## src/rtl/codec_i2c_arbiter_pkg.sv

```systemverilog
// Shared types and engine command encodings for the codec I2C arbiter.
// Kept separate so the config sequencer and iic_com side can agree on Start_Sig values.
package codec_i2c_arbiter_pkg;

  typedef enum logic [1:0] {
    ST_IDLE    = 2'd0,
    ST_GRANT   = 2'd1,
    ST_BUSY    = 2'd2,
    ST_RELEASE = 2'd3
  } arb_state_e;

  localparam logic [1:0] IDLE_CMD = 2'b00;
  localparam logic [1:0] WR_CMD   = 2'b01;
  localparam logic [1:0] RD_CMD   = 2'b10;

  typedef struct packed {
    logic       rw;
    logic [7:0] addr;
    logic [7:0] wdata;
  } i2c_cmd_t;

  function automatic logic [1:0] cmd_of(input logic rw);
    return rw ? RD_CMD : WR_CMD;
  endfunction

endpackage

```

## src/rtl/codec_i2c_arbiter.sv

```systemverilog
// Two-requester arbiter in front of the iic_com engine: grants one transfer at a
// time, holds the command until Done_Sig or timeout, then forces one idle cycle.
module codec_i2c_arbiter
  import codec_i2c_arbiter_pkg::*;
#(
  parameter int unsigned TIMEOUT_CYC = 250000,
  parameter bit          RR_EN       = 1'b1
) (
  input  logic       CLK_50M,
  input  logic       RST,
  input  logic       req0,
  input  logic       req1,
  input  logic       rw0,
  input  logic       rw1,
  input  logic [7:0] addr0,
  input  logic [7:0] addr1,
  input  logic [7:0] wdata0,
  input  logic [7:0] wdata1,
  output logic       done0,
  output logic       done1,
  output logic       err0,
  output logic       err1,
  output logic [7:0] rdata,
  output logic       busy,
  output logic [1:0] Start_Sig,
  output logic [7:0] Addr_Sig,
  output logic [7:0] WrData,
  input  logic       Done_Sig,
  input  logic [7:0] RdData
);

  localparam int unsigned    CNT_W    = (TIMEOUT_CYC > 1) ? $clog2(TIMEOUT_CYC) : 1;
  localparam logic [CNT_W-1:0] CNT_LAST = CNT_W'(TIMEOUT_CYC - 1);

  arb_state_e       state_q;
  logic             owner_q;
  logic             rr_next_q;
  logic             rw_q;
  logic [1:0]       start_q;
  logic [7:0]       addr_q;
  logic [7:0]       wdata_q;
  logic [7:0]       rdata_q;
  logic             done0_q;
  logic             done1_q;
  logic             err0_q;
  logic             err1_q;
  logic             busy_q;
  logic [CNT_W-1:0] cnt_q;

  logic             owner_d;
  i2c_cmd_t         cmd_d;

  // NOTE: combinational blocks assign every output first so no latch is inferred.
  always_comb begin
    owner_d = 1'b0;
    if (req0 && req1) begin
      owner_d = RR_EN ? rr_next_q : 1'b0;
    end else begin
      owner_d = !req0;
    end
    cmd_d = owner_d ? '{rw: rw1, addr: addr1, wdata: wdata1}
                    : '{rw: rw0, addr: addr0, wdata: wdata0};
  end

  // NOTE: all state lives in this one clocked block and uses non-blocking assignments.
  always_ff @(posedge CLK_50M) begin
    if (RST) begin
      state_q   <= ST_IDLE;
      owner_q   <= 1'b0;
      rr_next_q <= 1'b0;
      rw_q      <= 1'b0;
      start_q   <= IDLE_CMD;
      addr_q    <= '0;
      wdata_q   <= '0;
      rdata_q   <= '0;
      done0_q   <= 1'b0;
      done1_q   <= 1'b0;
      err0_q    <= 1'b0;
      err1_q    <= 1'b0;
      busy_q    <= 1'b0;
      cnt_q     <= '0;
    end else begin
      done0_q <= 1'b0;
      done1_q <= 1'b0;
      err0_q  <= 1'b0;
      err1_q  <= 1'b0;

      unique case (state_q)
        ST_IDLE: begin
          if (req0 || req1) begin
            state_q   <= ST_GRANT;
            owner_q   <= owner_d;
            rr_next_q <= !owner_d;
            rw_q      <= cmd_d.rw;
            addr_q    <= cmd_d.addr;
            wdata_q   <= cmd_d.wdata;
            busy_q    <= 1'b1;
          end
        end

        ST_GRANT: begin
          cnt_q   <= '0;
          start_q <= cmd_of(rw_q);
          state_q <= ST_BUSY;
        end

        ST_BUSY: begin
          // Done_Sig is tested first so it wins over a same-cycle timeout.
          if (Done_Sig) begin
            start_q <= IDLE_CMD;
            rdata_q <= RdData;
            done0_q <= !owner_q;
            done1_q <= owner_q;
            state_q <= ST_RELEASE;
          end else if (cnt_q == CNT_LAST) begin
            start_q <= IDLE_CMD;
            done0_q <= !owner_q;
            done1_q <= owner_q;
            err0_q  <= !owner_q;
            err1_q  <= owner_q;
            state_q <= ST_RELEASE;
          end else begin
            cnt_q <= cnt_q + 1'b1;
          end
        end

        ST_RELEASE: begin
          busy_q  <= 1'b0;
          state_q <= ST_IDLE;
        end

        default: state_q <= ST_IDLE;
      endcase
    end
  end

  assign done0     = done0_q;
  assign done1     = done1_q;
  assign err0      = err0_q;
  assign err1      = err1_q;
  assign rdata     = rdata_q;
  assign busy      = busy_q;
  assign Start_Sig = start_q;
  assign Addr_Sig  = addr_q;
  assign WrData    = wdata_q;

endmodule
```

## config.mk

```make
export PLATFORM = sky130hd
export DESIGN_NAME = codec_i2c_arbiter
export DESIGN_NICKNAME = d
export VERILOG_FILES = /design/src/rtl/codec_i2c_arbiter_pkg.sv /design/src/rtl/codec_i2c_arbiter.sv
export SDC_FILE = /design/constraint.sdc
export NUM_CORES = 1
export LEC_CHECK = 0
export ABC_AREA = 0
export CAP_MARGIN = 20
export CORE_MARGIN = 2
export CORE_UTILIZATION = 35
export CTS_CLUSTER_DIAMETER = 100
export DETAILED_ROUTE_END_ITERATION = 12
export PLACE_DENSITY_LB_ADDON = 0.15
export SETUP_SLACK_MARGIN = 0.05
export SYNTH_ARGS = -nofsm -noshare
export SYNTH_HDL_FRONTEND = slang
export SYNTH_SLANG_ARGS = --single-unit
```

## constraint.sdc

```tcl
create_clock -name CLK_50M -period 1.81 [get_ports CLK_50M]
set_input_delay 0.2715 -clock CLK_50M [delete_from_list [all_inputs] [get_ports CLK_50M]]
set_output_delay 0.2715 -clock CLK_50M [all_outputs]
set_load 0.05 [all_outputs]
```

Word-level counts from Yosys, hierarchy flattened
Index checks and enable logic that the tools add are counted.
{"block": "word_totals", "wordCells": 59, "in_bits": 47, "ram_bits": 0, "n_memories": 0, "ff_bits": 54, "mem_bits_ro": 0, "latchBits": 0, "output_inout_bits": 31}
{"block": "classes", "n_lt_le_gt_ge": 0, "n_mux": 19, "div": 0, "n_reduce_logical": 16, "n_eq_ne": 8, "multipliers": 0, "add_sub_neg": 1, "bitwise_logic": 1, "shifts": 0}
{"op": "two-way mux 18 bit", "n": 2}
{"op": "case mux 18 bit (2 select lines)", "n": 1}
{"op": "adder 18 x 1 -> 18 bit (second input constant)", "n": 1}
{"op": "== test 18 bit (second input constant)", "n": 1}
{"op": "two-way mux 17 bit", "n": 1}
{"op": "two-way mux 2 bit", "n": 6}
{"op": "AND reduction 2 bit", "n": 5}
{"op": "case mux 2 bit (4 select lines)", "n": 1}
{"op": "two-way mux 1 bit", "n": 6}
{"op": "inequality test 2 bit (second input constant)", "n": 3}
{"op": "== test 2 bit (second input constant)", "n": 2}
{"op": "case mux 2 bit (2 select lines)", "n": 1}
{"op": "nonzero test 2 bit", "n": 2}
{"op": "zero test 1 bit", "n": 3}
{"op": "inequality test 3 bit (second input constant)", "n": 1}
{"op": "AND reduction 3 bit", "n": 1}
{"op": "OR reduction 3 bit", "n": 1}
{"op": "== test 2 x 1 -> 1 bit (second input constant)", "n": 1}
{"op": "zero test 2 bit", "n": 1}
{"op": "case mux 1 bit (2 select lines)", "n": 1}
{"op": "OR reduction 2 bit", "n": 1}
{"op": "logical AND 1 bit", "n": 1}
{"op": "logical OR 1 bit", "n": 1}
{"op": "NOT 1 bit", "n": 1}

Depth between registers and ports, before layout
Gate-level depths: netlist of the first run.
{"block": "depth", "depth_word": 4, "depth_mapped": 8}

Worst setup path before layout of the first run
OpenSTA, ideal clock, no wires.
{"block": "synth_path", "kind": "register -> register", "start": "register state_q[1]", "end": "register cnt_q[16]", "arrival_ns": 1.795, "n_path_buf": 0, "synth_period_minus_slack_ns": 1.864, "stages_incl_launch_ff": 7, "slack_ns": -0.054, "cell_sequence": "dfxtp_1 > inv_1 > ha_1 > a21boi_1 > o31ai_2 > or4_1 > o21ai_1"}
{"block": "synth_via", "elab_chain_cells": 3, "word_cells_on_any_way": 7, "classes_between": "eq/ne (4); mux (1); reduce/logical (2)"}
{"item": "start: declaration", "line_no": "codec_i2c_arbiter.sv:35", "rtl": "arb_state_e state_q;"}
{"item": "start signal: assignment", "line_no": "codec_i2c_arbiter.sv:68", "rtl": "state_q <= ST_IDLE;"}
{"item": "start signal: assignment", "line_no": "codec_i2c_arbiter.sv:91", "rtl": "state_q <= ST_GRANT;"}
{"item": "start signal: assignment", "line_no": "codec_i2c_arbiter.sv:104", "rtl": "state_q <= ST_BUSY;"}
{"item": "== test 2 bit / == test 2 x 1 -> 1 bit (equally long branches)", "line_no": "codec_i2c_arbiter.sv:88", "rtl": "unique case (state_q)"}
{"item": "inequality test 2 bit (no line) / nonzero test 2 bit (equally long branches)"}
{"item": "AND reduction 3 bit (no line)"}
{"item": "end signal: assignment", "line_no": "codec_i2c_arbiter.sv:123", "rtl": "cnt_q <= cnt_q + 1'b1;"}
{"item": "end: declaration", "line_no": "codec_i2c_arbiter.sv:48", "rtl": "logic [CNT_W-1:0] cnt_q;"}
Several ways; a longest one is shown, not always the timed one.
A chain may end at the register's enable or synchronous reset.

Final worst setup path of the first run
{"block": "layout_path", "start": "register addr_q[6] (netlist: Addr_Sig[6])", "end": "output port Addr_Sig[6]"}
{"item": "start: declaration", "line_no": "codec_i2c_arbiter.sv:40", "rtl": "logic [7:0] addr_q;"}
{"item": "start signal: assignment", "line_no": "codec_i2c_arbiter.sv:95", "rtl": "addr_q <= cmd_d.addr;"}
{"item": "end: declaration", "line_no": "codec_i2c_arbiter.sv:26", "rtl": "output logic [7:0] Addr_Sig,"}
No word-level cell between the ends.

==> run_results.csv, run 1 <==
group,metric,value,unit
power,pwr_density_cell,1220,mW/mm^2
logic_synthesis,synth_area_leaders,"dfxtp_1 (45%), a222oi_1 (7.1%), a21oi_1 (6.2%)",
logic_synthesis,synth_cell_type_count,47,
logic_synthesis,yosys_warnings,0,
timing,finalSetupViolCount,0,
die,coreArea,0.00672,mm^2
die,die_h,87.0,um
power,p_total,4.51,mW
timing,post-route-period-util,95.7,%
setup_path,start_kind,"flip-flop",
global_routing,grt_pass1_vias,2356,
detailed_routing,drtIter0Drc,234,
layout,drive_gt1_share,18.7,%
die,start_util,35.9,%
cts,clock-root-buffer,"clkbuf_8",
cts,clockBufferDepth,2,
hold_path,min-delay-start,"rdata[4]",
setup_path,rr_startpoint,"state_q[1]",
cts,postCtsSetupBuffers,0,
detailed_routing,dr.pass1.iters,8,
die,dieArea,0.00757,mm^2
detailed_routing,drt_wl_total,7170,um
logic_synthesis,synthFlopType,"dfxtp_1",
die,rows,30,
setup_path,crit_arrival,1.46,ns
global_routing,grt_max_degree,32,
layout,multi_input_area,0.00133,mm^2
hold_path,hold_path.class,"reg2reg",
layout,final_cells,470,
logic_synthesis,ys_seq_area_share,44.8,%
global_routing,globalRouteOverflowTotal,0,
logic_synthesis,syn_nets,336,
flow_run,maxCapViolCount,0,
setup_path,slowest_stage,"clkdlybuf4s50_1",
die,ios,78,
global_routing,grt_usage,19.2,%
setup_path,critical_path_class,"reg2out",
power,leakage,1.58,nW
timing,worst_pin_slew,0.519,ns
cts,path_clk_slew,0.10,ns
layout,antenna_cells,0,
setup_path,required,1.54,ns
timing,rsz0062_at_grt,"true",
setup_path,cp-end-kind,"output pin",
detailed_routing,num_vias,2601,
layout,regArea,0.00109,mm^2
logic_synthesis,synth_area_per_cell,8.49,um^2
setup_path,crit_chain,"clkdlybuf4s50_1",
timing,finClkSkew,0.0193,ns
logic_synthesis,synth-edff-count,0,
logic_synthesis,syn_inst,284,
place,portBuffers,77,
timing,layout_min_cycle_time,1.73,ns
layout,fillers,636,
timing,slew_headroom,65.4,%
die,die_w,87.0,um
cts,ctsHoldBuffers,0,
layout,area_growth,53.0,%
setup_path,worstPathMaxFanout,2,
status,status,"finished clean",
place,detailed_place_hpwl,5320,um
logic_synthesis,syn_area,0.00241,mm^2
detailed_routing,ant_nets,0,
global_routing,grt_antenna_before_repair,0,
logic_synthesis,yosysTopAreaCellShare,44.8,%
place,dp.cells,462,
detailed_routing,drc,0,
setup_path,worst-path-buf-inv,1,
layout,fin_nets,441,
cts,cts_tree,"built",
timing,hold_viol_final,0,
timing,drv_slew,0,
cts,htree_levels,2,
logic_synthesis,synth_seq_cells,54,
cts,insertion_delay,0.32,ns
logic_synthesis,synth-async-reset-ratio,0,%
cts,cts.sinks,54,
setup_path,critical_path.startpoint,"Addr_Sig[6]",
timing,max_freq,578,MHz
setup_path,crit_path_max_incr_delay,0.80,ns
global_routing,grt_pass1_wl,11600,um
setup_path,critPathTopFamily,"buffers and inverters",
logic_synthesis,synth_top_cell_by_area,"dfxtp_1",
detailed_routing,vias_per_cell,5.53,
cts,cts_buffers,5,
power,ir_worst_vdd,631,uV
place,place_congestion,0.909,
detailed_routing,routedWlPerCell,15.3,um
[cells by family (layout without fill, tap and decap cells)]
group	Yosys count	count (layout)	share of synthesized area, %
simple gates	121	121	25.2
compound gates	81	81	23.1
flops	54	54	44.8
buf+inv	22	128	3.89
fa+ha+maj	5	5	2.59
mux	1	1	0.415
[cell type report]
type	count	area share [%]
clock buffers	5	1.87
clock inverters	3	0.509
inverters	9	0.916
multi-input cells	208	36.0
flip-flops and latches	54	29.6
well taps	80	2.71
repair buffers	111	28.4
[metal layers]
metal	GRT usage [%]	wire length [um]
met5	0	0
met1	26.3	3330
met3	3.51	372
met2	30.7	3380
met4	5.82	88
[through the flow]
| stage | setup slack, ns | setup TNS [ns] | cell area, um^2 | util (%) | hold WS [ns] |
|---|---|---|---|---|---|
| 2_1_floorplan | 0.0604 | 0 | 2420 | - | 0.419 |
| 3_3_place_gp | 0.0103 | 0 | 3490 | 51.9 | 0.442 |
| 3_5_place_dp | -0.0147 | -0.0147 | 3490 | 51.9 | 0.447 |
| 4_1_cts | 0.0504 | 0 | 3570 | 53.2 | 0.461 |
| 5_1_grt | -0.0120 | -0.0137 | 3690 | 54.9 | 0.476 |
| 6_report | 0.0787 | 0 | 3690 | 54.9 | 0.456 |
[tightest hold or removal path: cells and delay by family (launching register included)]
kind	cells	cell delay [ns]
AO/OA/AOI/OAI	1	0.05
flip-flops	1	0.32
AND/OR/NAND/NOR	1	0.05
[synthesized netlist by cell type, drive strengths merged (2+ instances only)]
master and n:
dfxtp 54, nor2 36, a21oi 30, nand2 29, nand3 19, a222oi 17
o21ai 11, clkbuf 9, inv 9, nand4 8, a31oi 6, nor3 6
and4 5, ha 5, buf 4, nor4 4, and3 3, o31ai 3
or3 3, a2bb2oi 2, a311oi 2, o41ai 2, or4 2
[registers in the layout, summed over array words and instances (netlist names), 2 cells and up]
register	count
cnt_q	18
Addr_Sig	8
WrData	8
rdata	8
Start_Sig	2
state_q	2
[placed cells by master (no fill, tap or decap), types with 5 or more instances in the layout]
cell type,synthesis,layout
nor3_1,6,6
inv_1,8,7
a31oi_1,6,5
nand2_1,29,27
dfxtp_1,54,46
dlymetal6s2s_1,0,13
clkbuf_8,0,5
clkdlybuf4s50_1,0,55
o21ai_0,10,9
dfxtp_2,0,7
a21oi_1,30,30
nand4_1,8,8
a222oi_1,17,17
nor2_1,36,36
dlygate4sd2_1,0,9
buf_4,1,34
nand3_1,18,18
[where the power goes]
| part | internal, mW | leakage, nW | switching, mW | total, mW |
|---|---|---|---|---|
| logic | 0.956 | 1.09 | 1.41 | 2.36 |
| clock network | 0.274 | 0.0483 | 0.415 | 0.689 |
| registers | 1.36 | 0.444 | 0.0969 | 1.46 |
| total | 2.59 | 1.58 | 1.92 | 4.51 |
[what timing repair did]
item	CTS	global route
setup endpoints to repair	24	39
endpoints found under the hold margin	0	0
resized for setup	11	34
[path summary, 6_finish.rpt]
check,endpoint,slack [ns],depth (start not counted)
worst max-delay path,Addr_Sig[6],0.08,1
worst min-delay path,rdata[4],0.46,2
worst max register to register,cnt_q[10],0.08,6
worst min register to register,rdata[4],0.46,2
Power figures use the tool's default switching activity.
==> run 2: changes to the inputs <==
--- a/config.mk
+++ b/config.mk
@@ -7,10 +7,13 @@
 export LEC_CHECK = 0
 export ABC_AREA = 0
 export CAP_MARGIN = 20
+export CELL_PAD_IN_SITES_DETAIL_PLACEMENT = 1
+export CELL_PAD_IN_SITES_GLOBAL_PLACEMENT = 1
 export CORE_MARGIN = 2
-export CORE_UTILIZATION = 35
+export CORE_UTILIZATION = 30
 export CTS_CLUSTER_DIAMETER = 100
 export DETAILED_ROUTE_END_ITERATION = 12
+export GPL_TIMING_DRIVEN = 0
 export PLACE_DENSITY_LB_ADDON = 0.15
 export SETUP_SLACK_MARGIN = 0.05
 export SYNTH_ARGS = -nofsm -noshare
==> run 2 against run 1 <==
Effect of this change:
- count of clock-buffer cells in the layout rose by 1
- die area increased by 16%
- clock power up 20%
- highest routed layer unchanged
- critical path depth grew 6
==> run_results.csv, run 2 (synthesis gave the netlist of run 1 again) <==
group,metric,value,unit
status,status,"finished clean",
layout,antenna_cells,0,
setup_path,rr_startpoint,"cnt_q[0]",
power,pwr-share-clk,17.5,%
cts,clockBufferDepth,2,
setup_path,cp-end-kind,"flip-flop",
detailed_routing,drtIter0Drc,143,
cts,cts_tree,"built",
power,cellInternalPower,2.73,mW
timing,worst_pin_slew,0.557,ns
layout,largest_register_ff_count,18,
timing,drv_slew,0,
setup_path,start_kind,"flip-flop",
cts,htree_levels,2,
global_routing,grt_antenna_before_repair,0,
place,pre_cts_slack,-0.534,ns
place,portBuffers,76,
setup_path,crit_arrival,1.97,ns
setup_path,regToRegSetupSlack,0.05,ns
place,place_congestion,0.819,
timing,layout_min_cycle_time,1.76,ns
setup_path,regToRegEndpoint,"cnt_q[1]",
global_routing,grt_max_degree,16,
setup_path,reg2reg_depth,7,
timing,holdWs,0.455,ns
power,p_sw,2.01,mW
hold_path,hold_path.class,"reg2reg",
global_routing,grt_usage,18.7,%
place,detailed_place_hpwl,5810,um
flow_run,maxCapViolCount,0,
timing,finalSetupViolCount,0,
setup_path,crit_path_max_incr_delay,0.40,ns
power,pwr_density_cell,1230,mW/mm^2
die,dieArea,0.00877,mm^2
die,die_w,93.7,um
setup_path,critical_path.startpoint,"cnt_q[0]",
timing,post-route-period-util,97.3,%
cts,ctsHoldBuffers,0,
layout,final_util,49.5,%
power,ir_worst_vdd,412,uV
die,coreArea,0.00777,mm^2
global_routing,grt_pass1_vias,2574,
power,p_total,4.74,mW
timing,hold_viol_final,0,
cts,path_clk_slew,0.10,ns
global_routing,globalRouteOverflowTotal,0,
detailed_routing,drc,0,
setup_path,cp.depth,7,
timing,slew_headroom,62.8,%
layout,final_common_cell,"clkdlybuf4s50_1",
detailed_routing,vias_per_cell,5.41,
die,ios,78,
layout,drive_gt1_share,20.8,%
setup_path,cp-endpoint,"cnt_q[1]",
detailed_routing,drt_wl_total,8430,um
timing,tns,0,ns
global_routing,grt_pass1_wl,13100,um
die,rows,32,
timing,finClkSkew,0.00899,ns
cts,clock-root-buffer,"clkbuf_8",
detailed_routing,num_vias,2627,
detailed_routing,routedWlPerCell,17.4,um
cts,cts_buffers,5,
cts,insertion_delay,0.31,ns
setup_path,crit_chain,"ha_4 -> nand3_2 -> or2_4 -> o31ai_4 -> buf_4 -> nand3_1 -> o41ai_1",
timing,rsz0062_at_grt,"true",
setup_path,required,2.02,ns
setup_path,slowest_stage,"dfxtp_4",
setup_path,worst-path-buf-inv,1,
power,seqPwrFrac,30.6,%
die,start_util,31.1,%
detailed_routing,ant_nets,0,
power,combPwrFrac,51.9,%
power,leakage,1.67,nW
layout,fin_nets,436,
layout,area_growth,59.4,%
power,switching_share,42.4,%
die,die_h,93.7,um
timing,max_freq,568,MHz
layout,top_register,"cnt_q",
setup_path,critical_path_class,"reg2reg",
detailed_routing,dr.pass1.iters,5,
layout,layout_common_cells,"clkdlybuf4s50_1 (54), dfxtp_1 (39), nor2_1 (32), a21oi_1 (28), nand2_1 (25)",
setup_path,worstPathMaxFanout,6,
cts,cts.sinks,54,
timing,layout_setup_ws,0.0487,ns
setup_path,critPathTopFamily,"simple AND/OR/NAND/NOR gates",
==> run 2: cell type report <==
type | count | area, um^2
fillers | 929 | 3920
multi-input cells | 208 | 1440
flip-flops and latches | 54 | 1120
repair buffers | 93 | 943
well taps | 102 | 128
clock buffers | 6 | 82.6
plain buffers | 13 | 63.8
inverters | 9 | 33.8
clock inverters | 1 | 30.0
==> run 2: worst min-delay path by stage <==
stage	startpoint	cells past startpoint	endpoint
after floorplan	RdData[0]	2	rdata[0]
after global placement	rdata[6]	2	rdata[6]
after detailed placement	rdata[2]	2	rdata[2]
after CTS	rdata[2]	2	rdata[2]
after global routing	rdata[2]	2	rdata[2]
final	rdata[2]	2	rdata[2]
==> run 2: stage by stage <==
step	area (um^2)	std cells
floorplan	2420	284
global placement	3310	462
detailed placement	3310	462
CTS	3610	476
global route	3840	486
finish	3840	486
==> run 2: timing repair <==
action,CTS,global route
gates resized for setup,39,54
setup buffers,7,10
endpoints found under the setup margin,45,53
pin swaps,5,4
==> run 2: layer usage <==
| metal | vias to the layer above | track usage [%] | part of all wire (%) |
|---|---|---|---|
| li1 | 1280 | - | - |
| met1 | 1289 | 24.9 | 46 |
| met2 | 54 | 32.2 | 49 |
| met3 | 4 | 3.29 | 4.3 |
| met4 | 0 | 2.90 | 0.55 |
| met5 | - | 0 | 0 |
==> run 2: power by group through the flow <==
stage               Clock (mW)  Combinational [mW]  Sequential, mW
global placement             0                2.01            1.48
detailed placement           0                2.04            1.49
finish                   0.829                2.46            1.45
global route             0.903                2.66            1.47
floorplan                    0               0.909            1.90
CTS                      0.860                2.31            1.47
==> run 2: worst reg2reg max path: cells and delay by family, from the launching register on <==
kind	cells	cell delay, ns
buffers and inverters	1	0.17
AO/OA/AOI/OAI	2	0.40
adder cells (fa/ha/maj)	1	0.19
flip-flops	1	0.40
AND/OR/NAND/NOR	3	0.51
==> edit 1 (settings of run 2) <==
Set the parameter `RR_EN` to 1'b0 (it was 1'b1).
--- a/src/rtl/codec_i2c_arbiter.sv
+++ b/src/rtl/codec_i2c_arbiter.sv
@@ -6,3 +6,3 @@
   parameter int unsigned TIMEOUT_CYC = 250000,
-  parameter bit          RR_EN       = 1'b1
+  parameter bit          RR_EN       = 1'b0
 ) (
Function: changed (Yosys sat finds a counterexample within 10 cycles, from zero or initial values and one cycle with RST high).
==> edit 1 against run 2 <==
Routed wire length up 4.3%; final area up 1.4%; via count up 1.4%; sequential cell count down 1; setup slack better by 7.6 ps; global-route usage up 0.46 points; area after synthesis up 5.5%; total power down 1.5%.
==> edit 1: results (changes against run 2) <==
Power and ir drop:
- The leakage component of the power was 1.67 nW (about the same).
- The worst vdd rail ir drop came to 489 uV (+19%).

Place:
- The count of buffers inserted at the top-level ports came to 77 (+1.3%).
- The placement-stage cell area is 3460 um2 (+4.4%).
- The half-perimeter wire length after detailed placement is 6000 um (+3.2%).
- The placer's final routability congestion estimate was 0.825 (+0.78%).

Setup path:
- The largest fanout of any net on the critical path was 2 (-4).
- The kind of cell with the highest combined delay along the critical path is simple AND/OR/NAND/NOR gates.
- The largest stage delay on the critical path is 510 ps (+110 ps).
- On the critical path, the stage with the largest delay is an instance of sky130_fd_sc_hd__or4_1.
- The data required time at the worst endpoint is 2070 ps (+50 ps).
- The number of buffer and inverter stages on the critical path came to 0 (-1).
- The start point of the critical path is cnt_q[0].

Clock tree:
- The total CTS buffers is 5 (unchanged).
- The buffer levels on the longest clock path is 2 (unchanged).
- The level count of the clock H-tree was 2 (unchanged).
- The later pin in the worst-skew pair is clocked with a latency of 320 ps.
- The post-CTS clock slew at the launch and capture registers of the worst setup and hold paths is approximately 110 ps.
- The buffer cell driving the clock tree root is sky130_fd_sc_hd__clkbuf_8.

Finish:
- The register with the most flip-flops in the final layout is cnt_q.
- The fraction of layout cells with a size suffix above 1 is 21.0% (+0.21 points).
- The number of nets in the layout was 455 (+4.4%).
- The number of antenna cells inserted is 0 (unchanged).
- The number of flip-flops in the largest register is 18 (unchanged).

GRT:
- The initial antenna violation count is 0 (unchanged).
- The first-pass GRT wire length is 13500 um (+3.0%).
- The pin count of the biggest net entering global routing is 18 (+2).
- The via count of the first global-routing pass is 2712 (+5.4%).
- The total track usage is 19.1% (+0.46 points).

Route:
- The via density per instance was 5.24 (-3.1%).
- The detailed-route wire length is 8790 um (+4.3%).
- The detailed-routing iteration count for the pre-antenna-repair pass was 4 (-1).
- The detailed router's first-iteration violation count is 109 (-24%).

Hold path:
- The class of the worst hold path is reg -> reg.
- In this run the most critical hold path is launched from rdata[1].

Logic synthesis:
- By count the netlist is led by sky130_fd_sc_hd__dfxtp_1, sky130_fd_sc_hd__nor2_1, sky130_fd_sc_hd__nand2_1, sky130_fd_sc_hd__nand3_1.
- The number of different library cells in the post-synthesis netlist came to 48 (+2.1%).
- The proportion of synthesized flip-flops having asynchronous set or reset is 0% (unchanged).
- The proportion of synthesized chip area in sequential cells is 41.7% (-3.1 points).
- The prevailing post-synth register cell is sky130_fd_sc_hd__dfxtp_1.
- By area the synthesized netlist is led by sky130_fd_sc_hd__dfxtp_1, sky130_fd_sc_hd__mux2i_1, sky130_fd_sc_hd__a211oi_1, sky130_fd_sc_hd__nor2_1, sky130_fd_sc_hd__nand3_1.
- The total of warnings raised by yosys is 0 (unchanged).
- The synthesized net count is 353 (+5.1%).

Status:
- The flow ran to the end, and the final reports show no timing, DRC or antenna violations.

Timing:
- The normalized max-slew margin is 60.9% (-1.9 points).
- The worst clock skew is 12.9 ps (+3.93 ps).
[edit 1: report_power, final]
group          switching (W)  internal [W]  leakage [nW]
logic                0.00161      0.000863          1.18
clock network       0.000446      0.000276        0.0445
registers           0.000108       0.00137         0.441
total                0.00216       0.00251          1.67
[edit 1: final timing paths]
check / slack, ps / end / cells after the start
hold / removal: 460 / rdata[1] / 2
setup / recovery: 60 / err1 / 5
hold reg to reg: 460 / rdata[1] / 2
setup reg to reg: 60 / err1 / 5
[edit 1: worst min-delay path, stage by stage (launching register included)]
cell and delay [ps]:
sky130_fd_sc_hd__dfxtp_1 320, sky130_fd_sc_hd__nand2_1 50, sky130_fd_sc_hd__a21oi_1 50
[edit 1: logic make-up (layout without fill, tap and decap cells)]
logic type | Yosys count | count (layout) | synth area share (%)
simple gates | 120 | 120 | 23.5
fa+ha+maj | 5 | 5 | 2.46
compound gates | 75 | 75 | 20.3
mux | 19 | 19 | 7.47
flops | 53 | 53 | 41.7
buf+inv | 29 | 132 | 4.52
[edit 1: per-layer routing]
| metal | share of wire, % | track usage (%) |
|---|---|---|
| met1 | 44 | 23.6 |
| met2 | 49 | 32.6 |
| met4 | 1.2 | 5.00 |
| met5 | 0 | 0 |
| met3 | 5.9 | 5.32 |
[edit 1: stage by stage]
stage | cells | setup slack, ps | utilization, % | hold slack, ps | setup TNS, ps
2_1_floorplan | 301 | 35.4 | - | 419 | 0
3_3_place_gp | 483 | -376 | 42.1 | 446 | -11130
3_5_place_dp | 483 | -438 | 42.1 | 450 | -13720
4_1_cts | 502 | 9.01 | 46.1 | 466 | 0
5_1_grt | 509 | -7.19 | 47.4 | 489 | -7.19
6_report | 509 | 56.3 | 47.4 | 463 | 0
[edit 1: final cells by class]
type,count,area [um2]
Fill cell,953,4320
Tap cell,105,131
Timing Repair Buffer,98,936
Clock buffer,5,68.8
Multi-Input combinational cell,219,1520
Clock inverter,3,21.3
Buffer,18,109
Sequential cell,53,1080
Inverter,8,31.3
[edit 1: what timing repair did]
item | 4_1_cts | 5_1_grt
pin swaps | 9 | 5
gates resized for setup | 68 | 30
endpoints found under the hold margin | 0 | 0
buffers inserted | 13 | 8
endpoints found under the setup margin | 70 | 36
==> edit 2 (flow settings as in run 2) <==
Without the edit above. Put one more register stage on the output `WrData`, with the module's reset. The value now appears one clock later. The other outputs are not delayed to match.
--- a/src/rtl/codec_i2c_arbiter.sv
+++ b/src/rtl/codec_i2c_arbiter.sv
@@ -144,3 +144,9 @@
   assign Addr_Sig  = addr_q;
-  assign WrData    = wdata_q;
+  always_ff @(posedge CLK_50M) begin
+    if (RST) begin
+      WrData <= '0;
+    end else begin
+      WrData <= wdata_q;
+    end
+  end
 
Check against the original RTL: not equivalent (a bounded check fails within 4 cycles, from zero or initial values and one cycle with RST high).
==> edit 2 against run 2 <==
The run now ends with setup timing left; synthesized cell count rose by 7.7%; sequential cell count grew 8; non-clock buffer count increased by 18; final area rose by 13%; die area is 9.7% higher; total power up 9.3%; setup slack lost 81 ps; global-route usage rose by 0.80 points; count of clock-buffer cells in the layout rose by 3; critical path depth shrank 2; cell count grew 10%; area after synthesis rose by 10%; clock power is 33% higher; routed wire length increased by 16%.
==> edit 2: results (changes against run 2) <==
Timing:
- The normalized max-slew margin is 64.9% (+2.1 points).
- The worst setup margin came to -32.8 ps (-81.5 ps).
- The final count of negative-setup-slack endpoints came to 1 (+1).
- The final setup TNS came to -32.8 ps (-32.8 ps).

Setup path:
- The largest stage delay on the critical path was 430 ps (+30 ps).
- The critical path data arrival time was 2120 ps (+150 ps).
- The largest fanout of any net on the critical path is 3 (-3).

Power and ir drop:
- The combinational cell fraction of total power is 46.9% (-5.0 points).
- The power after layout is 0.00518 W (+9.3%).
- The sequential fraction of design power was 31.8% (+1.2 points).
- The net load switching power is 0.00221 W (+10%).
- The worst vdd rail ir drop is 575 uV (+39%).
- The leakage component of the power is 1.81 nW (+8.2%).

GRT:
- The first-pass GRT wire length is 14700 um (+12%).
- The initial antenna violation count is 0 (unchanged).
- The total track usage came to 19.5% (+0.80 points).
- The pin count of the biggest net entering global routing was 13 (-3).
- The via count of the first global-routing pass was 2953 (+15%).

Route:
- The via density per instance was 5.36 (-0.85%).
- The detailed router's first-iteration violation count came to 112 (-22%).
- The detailed-route wire length was 9800 um (+16%).
- The average wire per standard cell is 18.3 um (+5.2%).

Place:
- The worst setup slack after placement is -473 ps (+60.7 ps).
- The number of placed instances, taps included came to 491 (+6.3%).
- The count of buffers inserted at the top-level ports is 77 (+1.3%).
- The placer's final routability congestion estimate is 0.830 (+1.4%).
- The half-perimeter wire length after detailed placement is 6100 um (+5.1%).

Finish:
- The number of flip-flops in the largest register is 18 (unchanged).
- The number of antenna cells inserted is 0 (unchanged).
- The fraction of layout cells with a size suffix above 1 was 27.5% (+6.7 points).
- The number of fillers in the final layout is 988 (+6.4%).
- The number of nets in the layout is 476 (+9.2%).

Clock tree:
- The level count of the clock H-tree is 3 (+1).
- The buffer cell driving the clock tree root is sky130_fd_sc_hd__clkbuf_8.
- The clock latency on the worst-skew pair is 350 ps (+40 ps).
- The post-CTS clock slew at the launch and capture registers of the worst setup and hold paths is 80 ps (-20 ps).
- The total CTS buffers is 9 (+4).

Logic synthesis:
- The number of instances in the synthesized netlist is 306 (+7.7%).
- The proportion of synthesized chip area in sequential cells came to 46.7% (+1.9 points).
- By area the synthesized netlist is led by sky130_fd_sc_hd__dfxtp_1, sky130_fd_sc_hd__a222oi_1, sky130_fd_sc_hd__a21oi_1, sky130_fd_sc_hd__nor2_1, sky130_fd_sc_hd__nand2_1.
- The commonest cells after synthesis are sky130_fd_sc_hd__dfxtp_1, sky130_fd_sc_hd__nor2_1, sky130_fd_sc_hd__nand2_1, sky130_fd_sc_hd__a21oi_1, sky130_fd_sc_hd__nand3_1.
- The synthesized net count was 358 (+6.5%).

Status:
- The checks that failed: setup timing.
- The run finished, with violations left.
==> edit 2: cell families after synthesis <==
kind of cell    Yosys count  share of synthesized area [%]
simple gates            138                           27.0
compound gates           73                           19.5
mux                       2                          0.754
buf+inv                  26                           3.67
flops                    62                           46.7
fa+ha+maj                 5                           2.36
==> edit 2: through the flow <==
stage / utilization [%] / area (um2)
floorplan: - / 2660
global placement: 41.3 / 3570
detailed placement: 41.3 / 3570
CTS: 46.6 / 4020
global route: 50.3 / 4340
finish: 50.3 / 4340
==> edit 2: worst register-to-register path: cells and delay by family (launching register included) <==
family / cells / cell delay, ps
AO/OA/AOI/OAI: 1 / 140
flip-flops: 1 / 390
AND/OR/NAND/NOR: 4 / 1240
==> edit 2: metal layers <==
layer	track usage (%)	vias to the layer above	wire length, um
met3	6.59	21	523
met1	22.3	1409	4030
met4	6.30	0	207
met2	34.0	83	5040
li1	-	1365	-
met5	0	-	0
==> edit 2: cell type report <==
cell class | instances | area [um2] | share of cell area, %
Clock buffer | 9 | 124 | 2.85
Inverter | 9 | 46.3 | 1.07
Timing Repair Buffer | 107 | 986 | 22.7
Clock inverter | 7 | 48.8 | 1.12
Tap cell | 108 | 135 | 3.11
Buffer | 17 | 105 | 2.42
Sequential cell | 62 | 1280 | 29.5
Multi-Input combinational cell | 218 | 1620 | 37.2
==> edit 2: final timing paths <==
check,from,endpoint,slack (ps),cells past startpoint
worst min register to register,rdata[4],rdata[4],460,2
worst min-delay path,rdata[4],rdata[4],460,2
worst max register to register,cnt_q[6],cnt_q[11],-30,5
worst max-delay path,cnt_q[6],cnt_q[11],-30,5
==> edit 2: timing repair <==
item                                    CTS  global route
resized for setup                        78            53
endpoints found under the setup margin   67            48
hold buffers                              0             0
gates cloned                              1             0
buffers inserted                         17            12
pin swaps                                14            14
